$ cat config.mk
export PLATFORM = sky130hd
export DESIGN_NAME = booth_datapath
export DESIGN_NICKNAME = d
export VERILOG_FILES = /design/src/rtl/booth_datapath.sv
export SDC_FILE = /design/constraint.sdc
export NUM_CORES = 1
export LEC_CHECK = 0
export CAP_MARGIN = 40
export CORE_ASPECT_RATIO = 2
export CORE_MARGIN = 8
export CORE_UTILIZATION = 35
export DETAILED_ROUTE_END_ITERATION = 6
export GPL_TIMING_DRIVEN = 0
export PLACE_DENSITY = 0.6
export SYNTH_ARGS = -nofsm -noshare
export SYNTH_HDL_FRONTEND = slang
export SYNTH_SLANG_ARGS = --single-unit
$ cat constraint.sdc
create_clock -name clk -period 6.8 [get_ports clk]
set_input_delay 2.04 -clock clk [delete_from_list [all_inputs] [get_ports clk]]
set_output_delay 2.04 -clock clk [all_outputs]
set_load 0.01 [all_outputs]
$ cat src/rtl/booth_datapath.sv
// booth_datapath: register/ALU datapath for a radix-2 Booth multiplier.
// It holds the A (accumulator), Q (multiplier), Q-1 and M (multiplicand)
// registers, the add/subtract ALU and the iteration counter. The sequencing
// controller drives it one register command per cycle.
//
// Optional feature macro: BOOTH_DATAPATH_PRODREG_EN
//   defined   -> product is a separate register. It captures {A, Q} when
//                countin first rises.
//   undefined -> product is the live concatenation {A[WIDTH-1:0], Q}.
module booth_datapath #(
    parameter int WIDTH = 8
) (
    input  logic                 clk,
    input  logic                 reset,
    input  logic [WIDTH-1:0]     multiplicand,
    input  logic [WIDTH-1:0]     multiplier,
    input  logic                 q1,
    input  logic                 q2,
    input  logic                 a1,
    input  logic                 a2,
    input  logic                 m1,
    input  logic                 alu,
    input  logic                 count,
    output logic                 c1,
    output logic                 c2,
    output logic                 countin,
    output logic [2*WIDTH-1:0]   product
);

    localparam int CW = $clog2(WIDTH + 1);
    localparam logic [CW-1:0] CNT_MAX = CW'(WIDTH);
    localparam logic [CW-1:0] CNT_ONE = CW'(1);

    // A and M carry one guard bit, so even M = -2^(WIDTH-1) cannot overflow the ALU.
    logic [WIDTH:0]   a_reg, a_next;
    logic [WIDTH:0]   m_reg, m_next;
    logic [WIDTH-1:0] q_reg, q_next;
    logic             qm1_reg, qm1_next;
    logic [CW-1:0]    cnt_reg, cnt_next;
    logic [WIDTH:0]   alu_result;
    logic [WIDTH:0]   m_sext;

    // Build the sign-extended multiplicand bit by bit. The guard bit repeats the sign.
    genvar gi;
    generate
        for (gi = 0; gi <= WIDTH; gi++) begin : g_m_sext
            if (gi < WIDTH) begin : g_low
                assign m_sext[gi] = multiplicand[gi];
            end else begin : g_guard
                assign m_sext[gi] = multiplicand[WIDTH-1];
            end
        end
    endgenerate

    // Add or subtract, using only the current registered A and M.
    always_comb begin
        alu_result = alu ? (a_reg - m_reg) : (a_reg + m_reg);
    end

    // Decode the per-register commands into next-state values.
    always_comb begin
        a_next   = a_reg;
        m_next   = m_reg;
        q_next   = q_reg;
        qm1_next = qm1_reg;
        cnt_next = cnt_reg;

        case ({a1, a2})
            2'b01:   a_next = alu_result;
            2'b10:   a_next = {a_reg[WIDTH], a_reg[WIDTH:1]};
            2'b11:   a_next = '0;
            default: a_next = a_reg;
        endcase

        if (m1) begin
            m_next = m_sext;
        end

        case ({q1, q2})
            2'b01: begin
                q_next   = multiplier;
                qm1_next = 1'b0;
            end
            2'b10: begin
                // Use the pre-edge A[0], even if A is also being updated this cycle.
                q_next   = {a_reg[0], q_reg[WIDTH-1:1]};
                qm1_next = q_reg[0];
            end
            default: begin
                q_next   = q_reg;
                qm1_next = qm1_reg;
            end
        endcase

        // A Q load restarts the iteration count and takes precedence over count.
        if ({q1, q2} == 2'b01) begin
            cnt_next = '0;
        end else if (count && (cnt_reg != CNT_MAX)) begin
            cnt_next = cnt_reg + CNT_ONE;
        end
    end

    // State registers. Reset takes priority over every command.
    always_ff @(posedge clk) begin
        if (reset) begin
            a_reg   <= '0;
            m_reg   <= '0;
            q_reg   <= '0;
            qm1_reg <= 1'b0;
            cnt_reg <= '0;
        end else begin
            a_reg   <= a_next;
            m_reg   <= m_next;
            q_reg   <= q_next;
            qm1_reg <= qm1_next;
            cnt_reg <= cnt_next;
        end
    end

    assign c1      = q_reg[0];
    assign c2      = qm1_reg;
    assign countin = (cnt_reg == CNT_MAX);

`ifdef BOOTH_DATAPATH_PRODREG_EN
    logic [2*WIDTH-1:0] prod_reg;
    logic               prod_capture;

    // Capture on the edge where the counter first reaches WIDTH.
    // This makes the new product appear in the same cycle that countin goes high.
    assign prod_capture = (cnt_next == CNT_MAX) && (cnt_reg != CNT_MAX);

    // Hold the last completed product across the following multiply.
    always_ff @(posedge clk) begin
        if (reset) begin
            prod_reg <= '0;
        end else if (prod_capture) begin
            prod_reg <= {a_next[WIDTH-1:0], q_next};
        end
    end

    assign product = prod_reg;
`else
    assign product = {a_reg[WIDTH-1:0], q_reg};
`endif

endmodule

==> results.cfg <==
[run_status]
status = completed

[power]
power.density_mw_per_mm2 = 230
power.leakage_uw = 0.00108
peakVddDrop_mv = 0.180

[drt]
post_drt_wl_per_cell_um = 13.0
first_pass_iters = 4
drt_iter0_drc = 47
drc_errors = 0
drtAntennaViolNets = 0
wirelength_um = 4440
routed_via_density = 5.07
vias = 1725

[logic_synthesis]
async_reset_ff_share_pct = 0
synth.yosys.seq_area_share_pct = 30.3
synth_top_area_share_pct = 30.3
synth_area_mm2 = 0.00198
syn_area_per_cell_um2 = 8.63
synth_top_area_cell = dfxtp_1
synth_seq_cells = 30
synth_edf_count = 0
yosysWarnings = 0
postSynthCellCount = 230
yosysUniqueCellTypes = 42
synth-main-ff-cell = dfxtp_1
syn_nets = 269
synth_area_leaders = dfxtp_1 (30%), mux2i_1 (14%), nor2_1 (8.5%)

[place]
portBuffers = 41
routabilityCongestion = 0.810
placed_cell_area_mm2 = 0.00247
dp_hpwl_um = 3580

[floorplan]
die_y_um = 122
die_area_mm2 = 0.00848
rows = 39
start_util_pct = 35.4
die_w_um = 69.2
io_pins = 44
core-area_mm2 = 0.00561

[worst_setup_path]
cpPeakStageDelay_ns = 0.46
path_max_fanout = 8
path_cells = buf_2 -> mux2_2 -> fa_1 -> nor2b_4 -> o31a_1 -> o21ai_2 -> mux2i_1 -> o311ai_1
critPathBufInv = 1
required_ns = 6.94
path_delay_family = multiplexers
arrival_ns = 3.82
crit_slowest_cell = fa_1
cp-start-kind = input pin
critPathCaptureType = register
criticalPathCategory = input pin to register

[timing]
worst_pin_slew_ns = 0.574
layout_min_cycle_time_ns = 3.68
fin_setup_tns_ns = 0
drv_slew = 0
worst_slew_margin_rel_pct = 61.7
period_share_pct = 54.1
fmaxAchievable_ghz = 0.272
hold_viol = 0
rsz0062_at_grt = false
setup_viol = 0
clock-skew-final_ns = 0.00304

[final_layout]
diodes = 0
multi_input_area_mm2 = 0.00123
layout.nets = 317
design_area_mm2 = 0.00262
nFillCells = 566
seqCellArea_um2 = 601
drive_gt1_share_pct = 11.5
largest_reg_flops = 9
area_growth_pct = 32.2

[clock_tree]
cts_resized = 0
clkLatencyLatePin_ns = 0.27
tritoncts = yes
clockBufferDepth = 2
numClockSinks = 30
post_cts_buffers = 0
cts_buffers = 5
htreeDepth = 2
clock-root-buffer = clkbuf_16
hold_buffers = 0
clk_pin_slew_ns = 0.05

[hold_path]
hold_path_class = register to register

[flow_run]
cap_viol_max_count = 0

[grt]
overflow = 0
grt_pass1_vias = 1781
grt_max_degree = 11
antenna_found_initial = 0
track_usage_pct = 10.7
grt_pass1_wl_um = 7720
logic make-up (layout without fill, tap and decap cells):
group | Yosys count | in the layout | synth area share [%]
buf+inv | 31 | 80 | 7.88
xor+xnor | 10 | 10 | 4.41
fa+ha+maj | 14 | 14 | 9.21
compound gates | 37 | 37 | 14.2
mux | 28 | 28 | 14.2
flops | 30 | 30 | 30.3
simple gates | 80 | 80 | 19.9
worst reg2reg max path, stage by stage (launching register included):
cell	delay (ns)
dfxtp_1	0.34
or4_1	0.52
nor2_1	0.13
a21oi_1	0.10
xnor2_1	0.13
ha_1	0.36
a21oi_1	0.21
nand2_1	0.08
o21ai_2	0.18
mux2i_1	0.21
o311ai_1	0.12
cell usage in the layout (no fill, tap or decap), types with 2 or more instances in the layout:
master and n:
o31a_1 2, clkbuf_16 5, buf_4 10, clkbuf_1 7
xnor2_1 7, nand3_1 4, nor2_1 45, mux2i_1 27
nor2b_1 3, ha_1 13, clkdlybuf4s50_1 41, a21oi_1 14
nor3_1 9, buf_2 2, or3_1 2, nand2_1 5
inv_1 12, nand3b_1 2, o22a_1 2, xor2_1 3
o32a_1 2, o311ai_1 2, dfxtp_1 30, o21a_1 7
Yosys cell counts, types with 2 or more instances:
cell type  instances
a21oi_1           14
inv_1             12
buf_4             10
or3_1              2
clkbuf_1           7
o22a_1             2
mux2i_1           27
dfxtp_1           30
nand2_1            5
xnor2_1            7
ha_1              13
o31a_1             2
nand3b_1           2
nor2b_1            3
o21a_1             7
nor2_1            45
xor2_1             3
buf_2              2
nor3_1             9
o32a_1             2
o311ai_1           2
nand3_1            4
worst paths after layout:
check	from	endpoint	slack (ns)	depth (start not counted)
max	alu	a_reg[8]$_SDFFE_PP0P_	3.12	8
min	c2$_SDFFE_PP0P_	c2$_SDFFE_PP0P_	0.50	2
max reg2reg	m_reg[0]$_SDFFE_PP0P_	a_reg[8]$_SDFFE_PP0P_	4.28	10
min reg2reg	c2$_SDFFE_PP0P_	c2$_SDFFE_PP0P_	0.50	2
metrics by stage:
step / power, uW / hold WS (ns) / setup slack [ns] / utilization, % / std cells
3_5_place_dp: 385 / 0.496 / 2.81 / 44.0 / 332
5_1_grt: 641 / 0.533 / 2.96 / 46.7 / 340
3_3_place_gp: 380 / 0.486 / 2.85 / 44.0 / 332
2_1_floorplan: 329 / 0.518 / 3.01 / - / 230
4_1_cts: 612 / 0.508 / 3.10 / 46.7 / 340
6_report: 604 / 0.501 / 3.12 / 46.7 / 340
report_power, final:
group | leakage [uW] | switching (uW) | internal, uW
Clock | 0.0000729 | 78.5 | 145
Combinational | 0.000762 | 84.9 | 93.2
Sequential | 0.000246 | 13.2 | 189
Total | 0.00108 | 177 | 427
routing by layer:
layer  GRT usage, %  routed length, um  vias up
li1               -                  -      883
met2           18.4               2080       41
met1           11.1               1960      792
met3           3.88                273        9
met4           5.81                125        0
met5              0                  0        -
area by class of cell:
class                   count  area share, %
clock inverters             2          0.477
clock buffers               6           5.30
multi-input cells         169           46.8
repair buffers             41           15.6
inverters                  12           1.72
flip-flops and latches     30           22.9
well taps                  61           2.91
plain buffers              19           4.25
(Power assumes the default switching activity.)
